===== config.mk =====
export PLATFORM = sky130hd
export DESIGN_NAME = uart_baud_gen
export DESIGN_NICKNAME = d
export VERILOG_FILES = /design/src/rtl/uart_baud_gen.sv
export SDC_FILE = /design/constraint.sdc
export NUM_CORES = 1
export LEC_CHECK = 0
export ABC_AREA = 1
export CAP_MARGIN = 20
export CORE_ASPECT_RATIO = 1.25
export CORE_MARGIN = 4
export CORE_UTILIZATION = 57
export CTS_CLUSTER_DIAMETER = 50
export CTS_CLUSTER_SIZE = 30
export DETAILED_ROUTE_END_ITERATION = 10
export DONT_BUFFER_PORTS = 1
export PLACE_DENSITY = 0.75
export SYNTH_ARGS = -nofsm -noshare
export SYNTH_HDL_FRONTEND = slang
export SYNTH_SLANG_ARGS = --single-unit

===== constraint.sdc =====
create_clock -name clk_i -period 2.4 [get_ports clk_i]
set_clock_uncertainty 0.1 [all_clocks]
set_input_delay 0.12 -clock clk_i [delete_from_list [all_inputs] [get_ports clk_i]]
set_output_delay 0.12 -clock clk_i [all_outputs]
set_load 0.1 [all_outputs]

===== src/rtl/uart_baud_gen.sv =====
// Fractional-N baud-rate generator: emits oversample, mid-bit and bit-boundary
// clock enables in the clk_i domain with a runtime-programmable divisor.
module uart_baud_gen #(
   parameter int unsigned CLK_HZ       = 100_000_000,
   parameter int unsigned DEFAULT_BAUD = 115200,
   parameter int unsigned OVS          = 16,
   parameter int unsigned DIV_W        = 16,
   parameter int unsigned FRAC_W       = 4
) (
   input  logic                   clk_i,
   input  logic                   rst_i,
   input  logic                   en_i,
   input  logic                   cfg_valid_i,
   output logic                   cfg_ready_o,
   input  logic [DIV_W-1:0]       div_int_i,
   input  logic [FRAC_W-1:0]      div_frac_i,
   output logic                   cfg_err_o,
   input  logic                   rx_resync_i,
   output logic                   os_tick_o,
   output logic                   mid_tick_o,
   output logic                   bit_tick_o,
   output logic [$clog2(OVS)-1:0] os_cnt_o
);

   localparam int unsigned OC_W  = $clog2(OVS);
   localparam int unsigned CNT_W = DIV_W + 1;
   localparam logic [63:0] DEF_FULL =
      (64'(CLK_HZ) << FRAC_W) / (64'(DEFAULT_BAUD) * 64'(OVS));
   localparam logic [DIV_W-1:0]  DEF_INT    = DIV_W'(DEF_FULL >> FRAC_W);
   localparam logic [FRAC_W-1:0] DEF_FRAC   = FRAC_W'(DEF_FULL);
   localparam logic [OC_W-1:0]   OC_MID_PRE = OC_W'(OVS / 2 - 1);
   localparam logic [OC_W-1:0]   OC_LAST    = OC_W'(OVS - 1);

   logic [CNT_W-1:0]  cnt_q, cnt_d;
   logic [FRAC_W-1:0] acc_q, acc_d;
   logic              extra_q, extra_d;
   logic [OC_W-1:0]   os_cnt_q, os_cnt_d;
   logic [DIV_W-1:0]  div_int_q, div_int_d;
   logic [FRAC_W-1:0] div_frac_q, div_frac_d;
   logic              pend_q, pend_d;
   logic [DIV_W-1:0]  pend_int_q, pend_int_d;
   logic [FRAC_W-1:0] pend_frac_q, pend_frac_d;
   logic              os_tick_q, os_tick_d;
   logic              mid_tick_q, mid_tick_d;
   logic              bit_tick_q, bit_tick_d;
   logic              cfg_err_q, cfg_err_d;

   logic [CNT_W-1:0]  period;
   logic              due;
   logic              apply;
   logic [FRAC_W:0]   frac_sum;

   // cnt_q runs 1..period while counting; 0 only in the disabled hold state,
   // so the edge that first samples en_i high counts as cycle 1 of the period.
   assign period = CNT_W'(div_int_q) + CNT_W'(extra_q);
   assign due    = (cnt_q == period);

   always_comb begin
      cnt_d       = cnt_q;
      acc_d       = acc_q;
      extra_d     = extra_q;
      os_cnt_d    = os_cnt_q;
      div_int_d   = div_int_q;
      div_frac_d  = div_frac_q;
      pend_d      = pend_q;
      pend_int_d  = pend_int_q;
      pend_frac_d = pend_frac_q;
      os_tick_d   = 1'b0;
      mid_tick_d  = 1'b0;
      bit_tick_d  = 1'b0;
      cfg_err_d   = 1'b0;
      apply       = 1'b0;
      frac_sum    = {1'b0, acc_q} + {1'b0, div_frac_q};

      if (!en_i || rx_resync_i) begin
         // Resync restarts a full period immediately; disable parks before it.
         cnt_d    = en_i ? CNT_W'(1) : '0;
         acc_d    = '0;
         extra_d  = 1'b0;
         os_cnt_d = '0;
         apply    = pend_q;
      end else if (due) begin
         cnt_d      = CNT_W'(1);
         os_tick_d  = 1'b1;
         mid_tick_d = (os_cnt_q == OC_MID_PRE);
         bit_tick_d = (os_cnt_q == OC_LAST);
         os_cnt_d   = (os_cnt_q == OC_LAST) ? '0 : os_cnt_q + OC_W'(1);
         acc_d      = frac_sum[FRAC_W-1:0];
         extra_d    = frac_sum[FRAC_W];
         if (pend_q) begin
            apply   = 1'b1;
            acc_d   = '0;
            extra_d = 1'b0;
         end
      end else begin
         cnt_d = cnt_q + CNT_W'(1);
      end

      if (apply) begin
         div_int_d  = pend_int_q;
         div_frac_d = pend_frac_q;
         pend_d     = 1'b0;
      end

      // Only one divisor may be in flight; ready is simply "nothing pending".
      if (cfg_valid_i && !pend_q) begin
         if (div_int_i < DIV_W'(2)) begin
            cfg_err_d = 1'b1;
         end else begin
            pend_d      = 1'b1;
            pend_int_d  = div_int_i;
            pend_frac_d = div_frac_i;
         end
      end
   end

   always_ff @(posedge clk_i or negedge rst_i) begin
      if (!rst_i) begin
         cnt_q       <= '0;
         acc_q       <= '0;
         extra_q     <= 1'b0;
         os_cnt_q    <= '0;
         div_int_q   <= DEF_INT;
         div_frac_q  <= DEF_FRAC;
         pend_q      <= 1'b0;
         pend_int_q  <= '0;
         pend_frac_q <= '0;
         os_tick_q   <= 1'b0;
         mid_tick_q  <= 1'b0;
         bit_tick_q  <= 1'b0;
         cfg_err_q   <= 1'b0;
      end else begin
         cnt_q       <= cnt_d;
         acc_q       <= acc_d;
         extra_q     <= extra_d;
         os_cnt_q    <= os_cnt_d;
         div_int_q   <= div_int_d;
         div_frac_q  <= div_frac_d;
         pend_q      <= pend_d;
         pend_int_q  <= pend_int_d;
         pend_frac_q <= pend_frac_d;
         os_tick_q   <= os_tick_d;
         mid_tick_q  <= mid_tick_d;
         bit_tick_q  <= bit_tick_d;
         cfg_err_q   <= cfg_err_d;
      end
   end

   assign cfg_ready_o = !pend_q;
   assign cfg_err_o   = cfg_err_q;
   assign os_tick_o   = os_tick_q;
   assign mid_tick_o  = mid_tick_q;
   assign bit_tick_o  = bit_tick_q;
   assign os_cnt_o    = os_cnt_q;

endmodule


==> flow_metrics.py <==
metrics = {
    "yosys": {
        "syn_nets": 502,
        "ys.flop_type": "dfrtp_1",
        "synthCells": 468,
        "yosys_warnings": 0,
        "synthArstFlopShare_pct": 100.0,
        "seq_area_frac_synth_pct": 46.42,
        "synth_seq_cells": 71,
        "synth.distinct_cells": 31,
        "synth_edf_count": 0,
        "syn_area_um2": 3841,
        "synth.avg_cell_area_um2": 8.208,
    },
    "power_and_ir_drop": {
        "clkPwrFrac_pct": 29.4,
        "p_comb_share_pct": 22.0,
        "switching_power_w": 0.001028,
        "p_seq_share_pct": 48.6,
        "powerDensity_nw_per_um2": 680.1,
        "p_total_w": 0.003183,
        "leakagePower_nw": 2.221,
        "p_sw_share_pct": 32.31,
        "internal-power_w": 0.002155,
        "ir_drop_v": 0.0005668,
    },
    "die": {
        "dieArea_um2": 8125,
        "die_y_um": 99.78,
        "coreArea_um2": 6565,
        "io_pins": 34,
        "die_x_um": 81.43,
        "rows": 33,
        "initial_utilization_pct": 58.51,
    },
    "cts": {
        "cts.clk_slew.worst_paths_ns": 0.08,
        "insertion_delay_ns": 0.36,
        "htreeDepth": 3,
        "clockRootBuffer": "clkbuf_8",
        "ctsLongestPathBuffers": 2,
        "cts_tree": "yes",
        "clock_sinks": 71,
        "numCtsBuffers": 9,
    },
    "placed_design": {
        "io_buffers": 0,
        "dp_hpwl_um": 5748,
        "place.gp.congestion": 0.8391,
    },
    "sta": {
        "drv_slew": 0,
        "period_needed_ns": 2.372,
        "slew_headroom_pct": 41.14,
        "final_hold_viol_count": 0,
        "finalSetupViolations": 0,
        "fin_crit_sh_pct": 98.82,
        "setup_tns_ns": 0,
        "fmax_mhz": 421.7,
        "max_slew.worst_pin.slew_ns": 0.8836,
        "rsz0062_at_grt": "true",
    },
    "global_routing": {
        "grt_first_pass_wirelength_um": 14950,
        "grt_pass1_vias": 3268,
        "gr-total-overflow": 0,
        "antenna_found_initial": 0,
        "grt_usage_pct": 23.90,
        "grt_max_degree": 72,
    },
    "routing": {
        "ant_nets": 0,
        "first_pass_iters": 9,
        "via_count": 3229,
        "avgRoutedWirePerCell_um": 14.63,
        "drt-initial-drc-count": 142,
        "drc": 0,
        "wl_um": 8883,
        "routed_via_density": 5.320,
    },
    "layout": {
        "fillCellCount": 463,
        "drive_above_1_share_pct": 20.19,
        "areaGrowthSynthToFinish_pct": 21.86,
        "nNetsFinal": 549,
        "num_antenna_cells": 0,
    },
    "run": {
        "drv_cap": 0,
    },
    "critical_path": {
        "critPathArrivalTime_ns": 2.57,
        "critPathLaunchType": "flip-flop",
        "crit_fanout": 11,
        "end_kind": "flip-flop",
        "cp_data_required_time_ns": 2.60,
        "worstSetupPathType": "flip-flop to flip-flop",
    },
    "worst_hold_path": {
        "hp-class": "input pin to flip-flop",
    },
    "outcome": {
        "outcome": "completed",
    },
}
==> worst max-delay path, cell delays in order (launching register included) <==
cell and delay (ns):
dfrtp_1 0.42, ha_4 0.19, ha_4 0.17, nand2_4 0.06
buf_4 0.11, nand3_1 0.07, nand2_1 0.08, nand3_1 0.08
nor2_1 0.11, nand3_1 0.10, nor2_2 0.12, nand3_2 0.14
nand2_4 0.18, clkbuf_16 0.19, nand3_1 0.09, nand2_1 0.08
==> power by group through the flow <==
stage                     combinational, W  clock (W)  sequential (W)
after floorplan                   0.000490          0         0.00151
after detailed placement          0.000582          0         0.00155
after CTS                         0.000652   0.000938         0.00153
after global placement            0.000564          0         0.00154
after global routing              0.000793    0.00100         0.00157
final                             0.000701   0.000937         0.00155
==> per-layer routing <==
layer	track usage (%)	wire length, um	vias to the layer above	share of wire [%]
li1	-	-	1588	-
met1	30.03	3646	1529	41
met2	39.52	4626	89	52
met3	5.206	359	23	4.0
met4	10.01	251	0	2.8
met5	0	0	-	0
==> placed cells by master, fill, tap and decap left out, drive strengths merged, types with 2 or more instances in the layout <==
| master | n |
|---|---|
| nand2 | 142 |
| dfrtp | 66 |
| nand3 | 56 |
| nor2 | 53 |
| inv | 48 |
| dlygate4sd3 | 25 |
| buf | 22 |
| mux2 | 20 |
| clkbuf | 14 |
| o21ai | 12 |
| xor2 | 11 |
| xnor2 | 8 |
| nor3 | 8 |
| ha | 8 |
| nand4 | 5 |
| dfstp | 5 |
| nand3b | 4 |
| nor4 | 3 |
| a21oi | 3 |
| clkinv | 2 |
==> registers in the layout, indices dropped and copies added (netlist names) <==
register / flops
acc_q: 4
os_tick_o: 1
cnt_q: 17
os_cnt_o: 4
extra_q: 1
pend_int_q: 16
cfg_err_o: 1
pend_frac_q: 4
mid_tick_o: 1
div_frac_q: 4
div_int_q: 16
bit_tick_o: 1
pend_q: 1
==> timing repair <==
| action | 4_1_cts | 5_1_grt |
|---|---|---|
| buffers inserted | 0 | 6 |
| endpoints found under the hold margin | 93 | 0 |
| endpoints found under the setup margin | 17 | 47 |
| pin swaps | 2 | 17 |
| hold buffers | 26 | 0 |
| cloned | 0 | 1 |
| gates resized for setup | 10 | 28 |
==> path summary, 6_finish.rpt <==
check	start	depth (start not counted)	to	slack (ns)
max	div_int_q[0]$_DFFE_PN0P_	15	div_int_q[3]$_DFFE_PN0P_	0.03
min	rx_resync_i	4	acc_q[1]$_DFFE_PN0P_	0.04
max reg2reg	div_int_q[0]$_DFFE_PN0P_	15	div_int_q[3]$_DFFE_PN0P_	0.03
min reg2reg	div_frac_q[2]$_DFFE_PN1P_	2	div_frac_q[2]$_DFFE_PN1P_	0.39
max in group asynchronous	rst_i	2	div_int_q[5]$_DFFE_PN1P_	1.67
min in group asynchronous	rst_i	2	cnt_q[0]$_DFF_PN0_	0.21
==> cell usage after synthesis (8+ instances only) <==
library cell  instances  area (um^2)
nor2_1               46        172.7
nand2_1             138        518.0
o21ai_0              10        50.05
mux2_2               20        225.2
nand3_1              55        275.3
dfrtp_1              66         1652
xnor2_1               8        70.07
xor2_1               11        96.34
ha_1                  8        100.1
nor3_1                8        40.04
inv_1                42        157.7
==> logic make-up after synthesis <==
| family | share of synthesized area [%] |
|---|---|
| simple gates | 31.01 |
| mux | 5.863 |
| buf+inv | 6.938 |
| xor+xnor | 4.332 |
| flops | 46.42 |
| fa+ha+maj | 3.127 |
| compound gates | 2.313 |
==> per-stage QoR <==
stage	utilization (%)	cell area [um^2]	setup WS, ns	hold WS [ns]	std cells
after floorplan	-	3841	0.1468	-0.2756	468
after global placement	61.14	4014	0.03074	-0.2729	558
after detailed placement	61.14	4014	-0.02791	-0.2728	558
after CTS	68.84	4519	0.001441	0.03413	600
after global routing	71.30	4681	-0.1157	0.04139	607
final	71.30	4681	0.02836	0.03615	607
==> final cells by class <==
cell class	count	area [um^2]	share of cell area (%)
inverters	48	180.2	3.849
clock inverters	3	25.02	0.5346
repair buffers	48	501.7	10.72
flip-flops and latches	71	1783	38.09
multi-input cells	337	1913	40.87
clock buffers	13	168.9	3.609
well taps	87	108.9	2.326
No activity file was read; power rests on OpenSTA's default activity.
